$ cat config.mk
export PLATFORM = sky130hd
export DESIGN_NAME = reg_bank_arbiter
export DESIGN_NICKNAME = d
export VERILOG_FILES = /design/src/rtl/reg_bank_arbiter.sv
export SDC_FILE = /design/constraint.sdc
export NUM_CORES = 1
export LEC_CHECK = 0
export CORE_MARGIN = 2
export CORE_UTILIZATION = 25
export CTS_CLUSTER_DIAMETER = 120
export DETAILED_ROUTE_END_ITERATION = 7
export MAX_ROUTING_LAYER = met4
export PLACE_DENSITY = 0.56
export SLEW_MARGIN = 15
export SYNTH_ARGS = -nofsm -noshare
export SYNTH_HDL_FRONTEND = slang
export SYNTH_SLANG_ARGS = --single-unit
export TNS_END_PERCENT = 1
$ cat constraint.sdc
create_clock -name clk -period 9.2 [get_ports clk]
set_input_delay 2.3 -clock clk [delete_from_list [all_inputs] [get_ports clk]]
set_output_delay 2.3 -clock clk [all_outputs]
set_load 0.05 [all_outputs]
$ cat src/rtl/reg_bank_arbiter.sv
// Round-robin write arbiter in front of a DEPTH-entry register bank, with a
// one-register-per-cycle clear sweep and a combinational read port.
module reg_bank_arbiter #(
  parameter int unsigned NREQ  = 4,
  parameter int unsigned W     = 8,
  parameter int unsigned DEPTH = 8,
  parameter int unsigned AW    = 3
) (
  input  logic              clk,
  input  logic              reset,
  input  logic [NREQ-1:0]   req,
  input  logic [NREQ*AW-1:0] req_addr,
  input  logic [NREQ*W-1:0] req_data,
  output logic [NREQ-1:0]   gnt,
  input  logic              clear_start,
  output logic              busy,
  input  logic [AW-1:0]     rd_addr,
  output logic [W-1:0]      rd_data
);

  localparam int unsigned PW = (NREQ > 1) ? $clog2(NREQ) : 1;

  localparam logic [0:0] IDLE  = 1'b0;
  localparam logic [0:0] CLEAR = 1'b1;

  logic [0:0]      state, next_state;
  logic [PW-1:0]   ptr, ptr_d;
  logic [AW-1:0]   idx, idx_d;
  logic [NREQ-1:0] gnt_d;
  logic [NREQ-1:0] elig;
  logic            busy_d;
  logic            wr_en;
  logic [AW-1:0]   wr_addr;
  logic [W-1:0]    wr_data;
  logic            win_valid;
  logic [PW-1:0]   win_idx;
  logic [W-1:0]    bank [DEPTH];

  // Last cycle's winner sits out one cycle so a held request is not written twice
  assign elig = req & ~gnt;

  // First eligible requester starting at ptr, wrapping at NREQ
  always_comb begin
    win_valid = 1'b0;
    win_idx   = '0;
    for (int unsigned i = 0; i < NREQ; i++) begin
      int unsigned   cand;
      logic [PW-1:0] cand_idx;
      cand = 32'(ptr) + i;
      if (cand >= NREQ) cand = cand - NREQ;
      cand_idx = PW'(cand);
      if (!win_valid && elig[cand_idx]) begin
        win_valid = 1'b1;
        win_idx   = cand_idx;
      end
    end
  end

  always_ff @(posedge clk or posedge reset) begin
    if (reset) state <= IDLE;
    else       state <= next_state;
  end

  // Next state, grant, pointer and bank write selection
  always_comb begin
    next_state = state;
    ptr_d      = ptr;
    idx_d      = idx;
    gnt_d      = '0;
    busy_d     = 1'b0;
    wr_en      = 1'b0;
    wr_addr    = '0;
    wr_data    = '0;
    case (state)
      IDLE: begin
        if (clear_start) begin
          next_state = CLEAR;
          busy_d     = 1'b1;
        end else if (win_valid) begin
          gnt_d   = NREQ'(1) << win_idx;
          ptr_d   = (win_idx == PW'(NREQ - 1)) ? '0 : win_idx + PW'(1);
          wr_en   = 1'b1;
          wr_addr = req_addr[32'(win_idx) * AW +: AW];
          wr_data = req_data[32'(win_idx) * W +: W];
        end
      end
      CLEAR: begin
        wr_en   = 1'b1;
        wr_addr = idx;
        busy_d  = 1'b1;
        if (idx == AW'(DEPTH - 1)) begin
          next_state = IDLE;
          idx_d      = '0;
          busy_d     = 1'b0;
        end else begin
          idx_d = idx + AW'(1);
        end
      end
    endcase
  end

  always_ff @(posedge clk or posedge reset) begin
    if (reset) begin
      ptr  <= '0;
      idx  <= '0;
      gnt  <= '0;
      busy <= 1'b0;
    end else begin
      ptr  <= ptr_d;
      idx  <= idx_d;
      gnt  <= gnt_d;
      busy <= busy_d;
    end
  end

  always_ff @(posedge clk or posedge reset) begin
    if (reset) begin
      for (int unsigned i = 0; i < DEPTH; i++) bank[i] <= '0;
    end else if (wr_en) begin
      bank[wr_addr] <= wr_data;
    end
  end

  assign rd_data = bank[rd_addr];

endmodule

# Word-level counts from Yosys, hierarchy flattened
# Index checks and enable logic that the tools add are counted.
# W data, S select, Z words.
[classes]
n_addsub = 9
mul = 1
order_cmp = 11
eq_ne = 2
n_shift = 3
mux = 43
bitwise_logic = 6
n_reduce_logical = 8
[op_table]
columns = ["cell", "count"]
rows = [
  ["$bwmux W64", 1],
  ["$mux W8", 6],
  ["$shiftx A32 B6 Y8", 1],
  ["$bmux W8 S3", 1],
  ["$demux W8 S3", 1],
  ["$mux W2", 9],
  ["$lt A2 B3 Y1 const B", 4],
  ["$mux W1", 12],
  ["$mux W4", 3],
  ["$shiftx A12 B5 Y3", 1],
  ["$ge A3 B3 Y1 const B", 3],
  ["$mux W3", 3],
  ["$bmux W1 S2", 4],
  ["$ge A4 B4 Y1 const B", 2],
  ["$not A3 Y4", 2],
  ["$sub A2 B1 Y2 const B", 4],
  ["$add A2 B2 Y3 const B", 2],
  ["$pmux W3 S2", 1],
  ["$and A4 B4 Y4", 1],
  ["$logic_and A1 B1 Y1", 4],
  ["$lt A4 B1 Y1 const B", 1],
  ["$mul A2 B2 Y4 const B", 1],
  ["$not A4 Y4", 1],
  ["$pmux W1 S2", 2],
  ["other kinds (10)", 13],
]
[totals]
reg_bits = 74
output_inout_bits = 13

# Longest topological paths before layout
# Gate-level depths: netlist of run 1.
[depth]
depth_word = 25
ltp_mapped = 10
mapped_depth_nobuf = 8

# Worst setup path before layout of run 1
# OpenSTA, ideal clock, no wires.
[synth_path]
kind = "input to output"
startpoint = "in rd_addr[0]"
endpoint = "out rd_data[0]"
arrival_time_ps = 4171
required_time_ps = 6900
setup_slack_ps = 2729
cell_stages = 4
n_path_buf = 2
path_cell_list = "clkbuf_1 buf_1 mux4_2 mux2_2"
[synth_via]
elab_chain_cells = 4
[synth_lines]
columns = ["element", "line_no", "text"]
rows = [
  ["start, declared", "17", "input logic [AW-1:0] rd_addr,"],
  ["$not A3 Y4 (not written as such)", "124", "assign rd_data = bank[rd_addr];"],
  ["$bmux W8 S3", "124", ""],
  ["$mux W8 (not written as such) (2 in series)", "124", ""],
  ["end, declared", "18", "output logic [W-1:0] rd_data"],
]
# No other way between the ends. The select of a mux whose other input is x is not followed.

# Final worst setup path of run 1
[layout_path]
startpoint = "in rd_addr[1]"
endpoint = "out rd_data[5]"
# The elaborated chain is that of the path after synthesis.

==> report_table.html, run 1 <==
<table>
<tr><th>Metric</th><th>Value</th></tr>
<tr><th colspan="2">Synth</th></tr>
<tr><td>Syn_area_per_cell</td><td>13.6 um^2</td></tr>
<tr><td>Flop and latch count out of synthesis</td><td>74</td></tr>
<tr><td>Simple-gate share of the synthesized area</td><td>between 7 and 8%</td></tr>
<tr><td>Netlist area before placement</td><td>between 3000 and 4000 um^2</td></tr>
<tr><td>Number of different library cells in the post-synthesis netlist</td><td>38</td></tr>
<tr><td>Main combinational cell family by area after synthesis</td><td>multiplexers</td></tr>
<tr><td>Compound-Gate Fraction of Synth Area</td><td>approximately 8%</td></tr>
<tr><td>Syn Inst Count</td><td>approximately 290</td></tr>
<tr><td>Synthesized-area fraction occupied by adder cells</td><td>under 10%</td></tr>
<tr><td>Post-synthesis share of cell area spent on xor and xnor gates</td><td>0%</td></tr>
<tr><td>Syn nets</td><td>348</td></tr>
<tr><td>Register area share after synthesis</td><td>47.4%</td></tr>
<tr><td>Yosys synthesis warning count</td><td>0</td></tr>
<tr><td>Portion of netlist area occupied by mux cells</td><td>33.6%</td></tr>
<tr><th colspan="2">Worst setup path</th></tr>
<tr><td>Worst Path Buf+Inv</td><td>2</td></tr>
<tr><td>Most numerous cell on the critical path</td><td>sky130_fd_sc_hd__clkdlybuf4s50_1</td></tr>
<tr><td>Largest delay share family, worst path</td><td>buffers and inverters</td></tr>
<tr><td>Cell type of the slowest stage on the worst timing path</td><td>sky130_fd_sc_hd__clkdlybuf4s50_1</td></tr>
<tr><td>Endpoint class of the critical path</td><td>output pin</td></tr>
<tr><td>Longest individual stage delay on the worst path</td><td>1.02 ns</td></tr>
<tr><td>WP depth</td><td>4</td></tr>
<tr><td>Worst reg-to-reg path cell count</td><td>8</td></tr>
<tr><td>Crit path to</td><td>rd_data[5]</td></tr>
<tr><td>Setup Crit Path Kind</td><td>primary input to output pin</td></tr>
<tr><td>Cell breakdown of the critical path</td><td>clkdlybuf4s50_1 -&gt; mux4_2 -&gt; mux2_2 -&gt; clkdlybuf4s50_1</td></tr>
<tr><td>Register-to-register setup slack</td><td>just over 5 ns</td></tr>
<tr><td>CP Data Arrival Time</td><td>between 4 and 5 ns</td></tr>
<tr><td>Launch point of the worst path</td><td>rd_addr[1]</td></tr>
<tr><td>Worst flop-to-flop path endpoint</td><td>bank[40]</td></tr>
<tr><td>Crit start category</td><td>primary input</td></tr>
<tr><td>Required time of the critical path</td><td>~7 ns</td></tr>
<tr><td>Beginning of the worst register-to-register path</td><td>ptr[1]</td></tr>
<tr><td>Worst-path maximum fanout</td><td>16</td></tr>
<tr><th colspan="2">Die</th></tr>
<tr><td>Starting density of the core</td><td>25.6%</td></tr>
<tr><td>Standard-cell rows</td><td>45</td></tr>
<tr><td>Number of top-level pins</td><td>67</td></tr>
<tr><td>Chip Width</td><td>~130 um</td></tr>
<tr><td>Die area</td><td>~17000 um^2</td></tr>
<tr><td>Placeable core area</td><td>between 15000 and 20000 um^2</td></tr>
<tr><td>Die Height</td><td>~130 um</td></tr>
<tr><th colspan="2">Routing</th></tr>
<tr><td>DRC errors left</td><td>0</td></tr>
<tr><td>First-iteration detailed-routing DRC count</td><td>134</td></tr>
<tr><td>Final routed wire length divided by cell count</td><td>17.6 um</td></tr>
<tr><td>Via count of the routed design</td><td>2700</td></tr>
<tr><td>1st-pass router iterations</td><td>4</td></tr>
<tr><td>Number of vias per cell</td><td>around 4.7</td></tr>
<tr><td>Antenna violation net count after detailed routing</td><td>0</td></tr>
<tr><td>Detailed-route wire length</td><td>10000 um</td></tr>
<tr><th colspan="2">Finish</th></tr>
<tr><td>Number of fillers in the final layout</td><td>around 1500</td></tr>
<tr><td>Post-route cell area</td><td>5120 um^2</td></tr>
<tr><td>Fraction of layout cells with a size suffix above 1</td><td>around a third</td></tr>
<tr><td>Non-Filler Instances</td><td>around 570</td></tr>
<tr><td>Sequential standard cell area</td><td>between 1500 and 2000 um^2</td></tr>
<tr><td># nets final</td><td>slightly above 400</td></tr>
<tr><td>Multi-input gate area</td><td>1990 um^2</td></tr>
<tr><td>Area grow syn2layout</td><td>31.1%</td></tr>
<tr><td>Count of antenna diodes in the layout</td><td>0</td></tr>
<tr><th colspan="2">Placement</th></tr>
<tr><td>Final HPWL DP</td><td>6870 um</td></tr>
<tr><td>Number of placed instances, taps included</td><td>555</td></tr>
<tr><td>RD Place Congestion</td><td>a little over 0.8</td></tr>
<tr><td>Count of buffers from port buffering</td><td>66</td></tr>
<tr><td>Post-place instance area</td><td>about 4800 um^2</td></tr>
<tr><th colspan="2">Clock tree</th></tr>
<tr><td>Clock tree root buffer cell</td><td>sky130_fd_sc_hd__clkbuf_16</td></tr>
<tr><td>Later-pin clock latency in the skew report</td><td>approximately 0.34 ns</td></tr>
<tr><td>Number of clock buffers inserted by TritonCTS</td><td>9</td></tr>
<tr><td>Clock sink count</td><td>74</td></tr>
<tr><td>Worst-path clk slew</td><td>about 0.060 ns</td></tr>
<tr><td>Total of cells resized after clock tree synthesis</td><td>0</td></tr>
<tr><td>Clock tree from TritonCTS</td><td>done</td></tr>
<tr><td>Maximum clock path buffer count</td><td>2</td></tr>
<tr><td>Postcts setup bufs</td><td>0</td></tr>
<tr><td>Count of hold buffers inserted by post-cts repair</td><td>0</td></tr>
<tr><td>Depth of the CTS H-tree</td><td>3</td></tr>
<tr><th colspan="2">Min path</th></tr>
<tr><td>HP Start</td><td>bank[6]</td></tr>
<tr><td>Number of instances on the worst hold path</td><td>1</td></tr>
<tr><td>Min-delay worst type</td><td>flop to flop</td></tr>
<tr><th colspan="2">STA</th></tr>
<tr><td>Setup total negative slack</td><td>0 ns</td></tr>
<tr><td>Part of the cycle the worst path needs</td><td>between 70% and 80%</td></tr>
<tr><td>Number of setup violations in the final report</td><td>0</td></tr>
<tr><td>Max Transition Viols Final</td><td>0</td></tr>
<tr><td>Number of failing hold endpoints at the final stage</td><td>0</td></tr>
<tr><td>Worst clock skew</td><td>approximately 0.0075 ns</td></tr>
<tr><td>Remaining max-slew budget at the tightest pin</td><td>between 20% and 30%</td></tr>
<tr><td>Minimum clock period after layout</td><td>approximately 7.0 ns</td></tr>
<tr><td>RSZ-0062 raised after global routing</td><td>no</td></tr>
<tr><td>Highest attainable clock frequency</td><td>about 0.14 GHz</td></tr>
<tr><td>Transition time at the pin with the least slew margin</td><td>1.06 ns</td></tr>
<tr><th colspan="2">Pwr</th></tr>
<tr><td>LEAKAGE</td><td>2.24 nW</td></tr>
<tr><td>Areal power density over the cells</td><td>just over 300 nW/um^2</td></tr>
<tr><td>Worst VDD drop</td><td>between 100 and 150 uV</td></tr>
<tr><th colspan="2">Global routing</th></tr>
<tr><td>Overall overflow remaining after global route</td><td>0</td></tr>
<tr><td>Wire length of the first global-routing pass</td><td>16000 um</td></tr>
<tr><td>Aggregate global-route resource usage</td><td>13.0%</td></tr>
<tr><td>Largest net degree at the start of global routing</td><td>between 70 and 80</td></tr>
<tr><td>Vias in the first global route</td><td>between 2000 and 3000</td></tr>
<tr><td>Antenna violations before repair</td><td>0</td></tr>
<tr><th colspan="2">Outcome</th></tr>
<tr><td>Result of the run</td><td>finished, final reports clean</td></tr>
<tr><th colspan="2">Run</th></tr>
<tr><td>Max-capacitance violation count</td><td>0</td></tr>
</table>
==> synth_stat cells <==
| cell | instances | area (um^2) |
|---|---|---|
| sky130_fd_sc_hd__or3b_2 | 2 | 17.5 |
| sky130_fd_sc_hd__nand2_1 | 9 | 33.8 |
| sky130_fd_sc_hd__a31oi_1 | 2 | 12.5 |
| sky130_fd_sc_hd__nor2b_1 | 4 | 25.0 |
| sky130_fd_sc_hd__a21boi_0 | 2 | 15.0 |
| sky130_fd_sc_hd__mux2_2 | 74 | 833 |
| sky130_fd_sc_hd__clkbuf_1 | 7 | 26.3 |
| sky130_fd_sc_hd__buf_1 | 4 | 15.0 |
| sky130_fd_sc_hd__clkbuf_2 | 1 | 5.00 |
| sky130_fd_sc_hd__o311a_1 | 1 | 10.0 |
| sky130_fd_sc_hd__o21ai_0 | 1 | 5.00 |
| sky130_fd_sc_hd__nand3b_1 | 1 | 7.51 |
| sky130_fd_sc_hd__a211oi_1 | 16 | 120 |
| sky130_fd_sc_hd__o221a_2 | 2 | 22.5 |
| sky130_fd_sc_hd__inv_1 | 4 | 15.0 |
| sky130_fd_sc_hd__a32o_1 | 1 | 10.0 |
| sky130_fd_sc_hd__a211o_1 | 2 | 17.5 |
| sky130_fd_sc_hd__mux2i_1 | 12 | 120 |
| sky130_fd_sc_hd__buf_4 | 1 | 7.51 |
| sky130_fd_sc_hd__nor2_1 | 5 | 18.8 |
| sky130_fd_sc_hd__ha_1 | 6 | 75.1 |
| sky130_fd_sc_hd__o41a_1 | 1 | 11.3 |
| sky130_fd_sc_hd__nand2b_1 | 2 | 12.5 |
| sky130_fd_sc_hd__o41ai_1 | 1 | 8.76 |
| sky130_fd_sc_hd__a311oi_1 | 1 | 8.76 |
| sky130_fd_sc_hd__a222oi_1 | 1 | 10.0 |
| sky130_fd_sc_hd__nor4b_1 | 1 | 8.76 |
| sky130_fd_sc_hd__nor3b_1 | 1 | 7.51 |
| sky130_fd_sc_hd__nand3_1 | 4 | 20.0 |
| sky130_fd_sc_hd__a21o_1 | 1 | 7.51 |
| sky130_fd_sc_hd__dfrtp_1 | 74 | 1850 |
| sky130_fd_sc_hd__mux4_2 | 16 | 360 |
| sky130_fd_sc_hd__o221ai_1 | 2 | 17.5 |
| sky130_fd_sc_hd__nor3_4 | 1 | 16.3 |
| sky130_fd_sc_hd__a21oi_1 | 7 | 35.0 |
| sky130_fd_sc_hd__and2_1 | 13 | 81.3 |
| sky130_fd_sc_hd__nor3_2 | 3 | 30.0 |
| sky130_fd_sc_hd__buf_2 | 2 | 10.0 |
==> where the power goes <==
| part | switching, mW | internal, mW |
|---|---|---|
| Clock | 0.141 | 0.212 |
| Combinational | 0.343 | 0.325 |
| Sequential | 0.0842 | 0.472 |
| Total | 0.568 | 1.01 |
==> registers in the layout, indices dropped and copies added (netlist names) <==
signal,cells
idx,3
busy,1
ptr,2
bank,64
gnt,4
==> worst min-delay path by stage <==
stage,to
after global placement,bank[1]
after CTS,bank[5]
after floorplan,bank[0]
after detailed placement,bank[5]
final,bank[6]
after global routing,bank[32]
==> layout by cell type, fill, tap and decap left out, types with 2 or more instances in the layout <==
cell,synthesis,layout
sky130_fd_sc_hd__mux2_2,74,74
sky130_fd_sc_hd__dfrtp_1,74,74
sky130_fd_sc_hd__clkdlybuf4s50_1,0,66
sky130_fd_sc_hd__mux4_2,16,16
sky130_fd_sc_hd__a211oi_1,16,15
sky130_fd_sc_hd__and2_1,13,13
sky130_fd_sc_hd__mux2i_1,12,12
sky130_fd_sc_hd__nand2_1,9,9
sky130_fd_sc_hd__clkbuf_16,0,9
sky130_fd_sc_hd__a21oi_1,7,7
sky130_fd_sc_hd__ha_1,6,6
sky130_fd_sc_hd__buf_4,1,5
sky130_fd_sc_hd__nor2b_1,4,4
sky130_fd_sc_hd__nor2_1,5,4
sky130_fd_sc_hd__nand3_1,4,4
sky130_fd_sc_hd__inv_1,4,3
sky130_fd_sc_hd__nor3_2,3,3
sky130_fd_sc_hd__or3b_2,2,2
sky130_fd_sc_hd__a31oi_1,2,2
sky130_fd_sc_hd__nand2b_1,2,2
sky130_fd_sc_hd__a21boi_0,2,2
sky130_fd_sc_hd__a211o_1,2,2
sky130_fd_sc_hd__o221ai_1,2,2
sky130_fd_sc_hd__o221a_2,2,2
sky130_fd_sc_hd__clkinvlp_4,0,2
sky130_fd_sc_hd__inv_6,0,2
==> per-stage QoR <==
stage / utilization (%) / setup slack [ns] / hold slack (ns) / power [mW]
final: 33.6 / 2.15 / 0.502 / 1.58
after CTS: 33.6 / 2.11 / 0.502 / 1.59
after global routing: 33.6 / 2.07 / 0.516 / 1.67
after floorplan: - / 2.73 / 0.474 / 1.03
after detailed placement: 31.6 / 2.11 / 0.488 / 1.23
after global placement: 31.6 / 2.17 / 0.483 / 1.21
==> metal layers <==
metal	GRT usage, %	share of wire (%)	up-vias
li1	-	-	1233
met1	16.6	46	1389
met2	21.2	48	64
met3	3.22	4.6	14
met4	2.81	1.3	0
met5	-	0	-
==> final cells by class <==
| cell class | count | share of cell area [%] |
|---|---|---|
| multi-input combinational | 195 | 38.9 |
| timing repair buffer | 71 | 13.6 |
| sequential | 74 | 36.1 |
| clock buffer | 9 | 4.39 |
| clock inverter | 7 | 1.49 |
| inverter | 4 | 0.293 |
| tap | 211 | 5.15 |
==> kinds of logic after synthesis <==
family                     count (synthesis)
and+or+nand+nor                           46
DFF                                       74
adders and majority gates                  6
buffers and inverters                     19
muxes                                    102
AOI/OAI and AO/OA                         41
Power figures use the tool's default switching activity.
==> run 2: changes to the inputs <==
==> constraint.sdc (replaced) <==
create_clock -name clk -period 7.25 [get_ports clk]
set_input_delay 1.8125 -clock clk [delete_from_list [all_inputs] [get_ports clk]]
set_output_delay 1.8125 -clock clk [all_outputs]
set_load 0.05 [all_outputs]
==> report_table.html, run 2 (same netlist as run 1, synthesis figures left out) <==
<table>
<tr><th>Metric</th><th>Value</th></tr>
<tr><th colspan="2">Finish</th></tr>
<tr><td>Area grow syn2layout</td><td>30.9%</td></tr>
<tr><td>Fraction of layout cells with a size suffix above 1</td><td>about 34%</td></tr>
<tr><td>Most frequent cells in the layout</td><td>74 x sky130_fd_sc_hd__mux2_2, 74 x sky130_fd_sc_hd__dfrtp_1, 66 x sky130_fd_sc_hd__clkdlybuf4s50_1</td></tr>
<tr><td>Most flop-heavy register</td><td>bank</td></tr>
<tr><td>Max FFs per register</td><td>64</td></tr>
<tr><td>Number of fillers in the final layout</td><td>roughly 1500</td></tr>
<tr><td>Multi-input gate area</td><td>between 1500 and 2000 um^2</td></tr>
<tr><td>Sequential standard cell area</td><td>around 1900 um^2</td></tr>
<tr><td>Count of antenna diodes in the layout</td><td>0</td></tr>
<tr><td># nets final</td><td>between 400 and 500</td></tr>
<tr><td>Largest registers</td><td>bank x64, gnt x4, idx x3</td></tr>
<tr><th colspan="2">Min path</th></tr>
<tr><td>Min-delay worst type</td><td>flop to flop</td></tr>
<tr><td>Number of instances on the worst hold path</td><td>1</td></tr>
<tr><th colspan="2">STA</th></tr>
<tr><td>Max Transition Viols Final</td><td>0</td></tr>
<tr><td>Transition time at the pin with the least slew margin</td><td>around 1.1 ns</td></tr>
<tr><td>Number of failing hold endpoints at the final stage</td><td>0</td></tr>
<tr><td>Worst clock skew</td><td>roughly 0.0074 ns</td></tr>
<tr><td>Number of setup violations in the final report</td><td>0</td></tr>
<tr><td>Minimum clock period after layout</td><td>roughly 6.1 ns</td></tr>
<tr><td>Part of the cycle the worst path needs</td><td>83.6%</td></tr>
<tr><td>Highest attainable clock frequency</td><td>0.165 GHz</td></tr>
<tr><td>Setup total negative slack</td><td>0 ns</td></tr>
<tr><td>Remaining max-slew budget at the tightest pin</td><td>27.0%</td></tr>
<tr><td>RSZ-0062 raised after global routing</td><td>no</td></tr>
<tr><th colspan="2">Worst setup path</th></tr>
<tr><td>Worst flop-to-flop path endpoint</td><td>bank[27]</td></tr>
<tr><td>Worst reg-to-reg path cell count</td><td>7</td></tr>
<tr><td>Beginning of the worst register-to-register path</td><td>ptr[1]</td></tr>
<tr><td>Register-to-register setup slack</td><td>approximately 3.4 ns</td></tr>
<tr><td>Launch point of the worst path</td><td>rd_addr[1]</td></tr>
<tr><td>Crit path to</td><td>rd_data[5]</td></tr>
<tr><td>Endpoint class of the critical path</td><td>output pin</td></tr>
<tr><td>Setup Crit Path Kind</td><td>primary input to output pin</td></tr>
<tr><td>Required time of the critical path</td><td>5.44 ns</td></tr>
<tr><td>Worst-path maximum fanout</td><td>16</td></tr>
<tr><td>Crit start category</td><td>primary input</td></tr>
<tr><td>CP Data Arrival Time</td><td>4.25 ns</td></tr>
<tr><th colspan="2">Global routing</th></tr>
<tr><td>Overall overflow remaining after global route</td><td>0</td></tr>
<tr><td>Antenna violations before repair</td><td>0</td></tr>
<tr><td>Vias in the first global route</td><td>~2800</td></tr>
<tr><td>Wire length of the first global-routing pass</td><td>15600 um</td></tr>
<tr><td>Aggregate global-route resource usage</td><td>between 10% and 20%</td></tr>
<tr><td>Largest net degree at the start of global routing</td><td>75</td></tr>
<tr><th colspan="2">Clock tree</th></tr>
<tr><td>Clock tree from TritonCTS</td><td>done</td></tr>
<tr><td>Postcts setup bufs</td><td>0</td></tr>
<tr><td>Clock tree root buffer cell</td><td>sky130_fd_sc_hd__clkbuf_16</td></tr>
<tr><td>Maximum clock path buffer count</td><td>2</td></tr>
<tr><td>Worst-path clk slew</td><td>approximately 0.060 ns</td></tr>
<tr><td>Clock sink count</td><td>between 70 and 80</td></tr>
<tr><td>Depth of the CTS H-tree</td><td>3</td></tr>
<tr><td>Count of hold buffers inserted by post-cts repair</td><td>0</td></tr>
<tr><td>Later-pin clock latency in the skew report</td><td>around 0.33 ns</td></tr>
<tr><td>Number of clock buffers inserted by TritonCTS</td><td>9</td></tr>
<tr><td>Total of cells resized after clock tree synthesis</td><td>0</td></tr>
<tr><th colspan="2">Die</th></tr>
<tr><td>Chip Width</td><td>around 130 um</td></tr>
<tr><td>Starting density of the core</td><td>roughly a quarter</td></tr>
<tr><td>Die area</td><td>16700 um^2</td></tr>
<tr><td>Placeable core area</td><td>15300 um^2</td></tr>
<tr><td>Die Height</td><td>129 um</td></tr>
<tr><td>Standard-cell rows</td><td>45</td></tr>
<tr><td>Number of top-level pins</td><td>67</td></tr>
<tr><th colspan="2">Placement</th></tr>
<tr><td>RD Place Congestion</td><td>0.810</td></tr>
<tr><td>Count of buffers from port buffering</td><td>66</td></tr>
<tr><td>Final HPWL DP</td><td>about 6800 um</td></tr>
<tr><th colspan="2">Routing</th></tr>
<tr><td>Via count of the routed design</td><td>roughly 2700</td></tr>
<tr><td>Metal2 WL</td><td>4830 um</td></tr>
<tr><td>1st-pass router iterations</td><td>5</td></tr>
<tr><td>Antenna violation net count after detailed routing</td><td>0</td></tr>
<tr><td>Number of vias per cell</td><td>4.68</td></tr>
<tr><td>Met3 layer wire length in the routed design</td><td>456 um</td></tr>
<tr><td>Final routed wire length divided by cell count</td><td>approximately 17 um</td></tr>
<tr><td>Detailed-route wire length</td><td>9880 um</td></tr>
<tr><td>Uppermost layer routed</td><td>met4</td></tr>
<tr><td>First-iteration detailed-routing DRC count</td><td>135</td></tr>
<tr><td>Post-route met1 wirelength</td><td>~4500 um</td></tr>
<tr><td>DRC errors left</td><td>0</td></tr>
<tr><th colspan="2">Pwr</th></tr>
<tr><td>LEAKAGE</td><td>2.25 nW</td></tr>
<tr><td>Overall power of the completed layout</td><td>1.97 mW</td></tr>
<tr><td>Areal power density over the cells</td><td>385 nW/um^2</td></tr>
<tr><td>Worst VDD drop</td><td>roughly 150 uV</td></tr>
<tr><th colspan="2">Run</th></tr>
<tr><td>Max-capacitance violation count</td><td>0</td></tr>
<tr><th colspan="2">Outcome</th></tr>
<tr><td>Result of the run</td><td>finished, final reports clean</td></tr>
</table>
## run 2: cell types whose count changed in the layout (fill, tap and decap cells not counted), sizes merged
cell and delta:
bufinv -1, inv -1, clkinv +1, clkbuf +2, clkinvlp -1, buf +2
## run 2: critical path: stages
cell,delay (ns)
sky130_fd_sc_hd__clkdlybuf4s50_1,1.03
sky130_fd_sc_hd__mux4_2,0.40
sky130_fd_sc_hd__mux2_2,0.28
sky130_fd_sc_hd__clkdlybuf4s50_1,0.71
## run 2: area by class of cell
cell class / instances / share of cell area (%)
Sequential cell: 74 / 36.2
Clock inverter: 5 / 0.758
Tap cell: 211 / 5.16
Multi-Input combinational cell: 195 / 39.0
Timing Repair Buffer: 73 / 13.9
Inverter: 4 / 0.293
Clock buffer: 11 / 4.74
## run 2: report_power, final
group	switching [mW]	internal [mW]	leakage [nW]	total, mW
sequential	0.106	0.599	1.01	0.705
combinational	0.430	0.418	1.10	0.849
clock	0.174	0.243	0.136	0.417
## run 2: routing by layer
layer | vias up | track usage (%)
li1 | 1238 | -
met1 | 1378 | 15.9
met2 | 58 | 21.4
met3 | 9 | 3.18
met4 | 0 | 2.49
met5 | - | -
## run 2: per-stage QoR
stage               instances  cell area, um^2  hold slack, ns  worst slack, ns  util (%)
global route              573             5120           0.516             1.14      33.6
detailed placement        557             4830           0.488             1.14      31.7
floorplan                 288             3910           0.474             1.75         -
CTS                       573             5110           0.501             1.14      33.5
global placement          557             4830           0.483             1.18      31.7
finish                    573             5120           0.499             1.19      33.6
## run 2: worst min path at each step
| stage | start | end |
|---|---|---|
| detailed placement | bank[6] | bank[6] |
| floorplan | bank[0] | bank[0] |
| CTS | bank[6] | bank[6] |
| global placement | bank[35] | bank[35] |
| finish | bank[6] | bank[6] |
| global route | bank[41] | bank[41] |
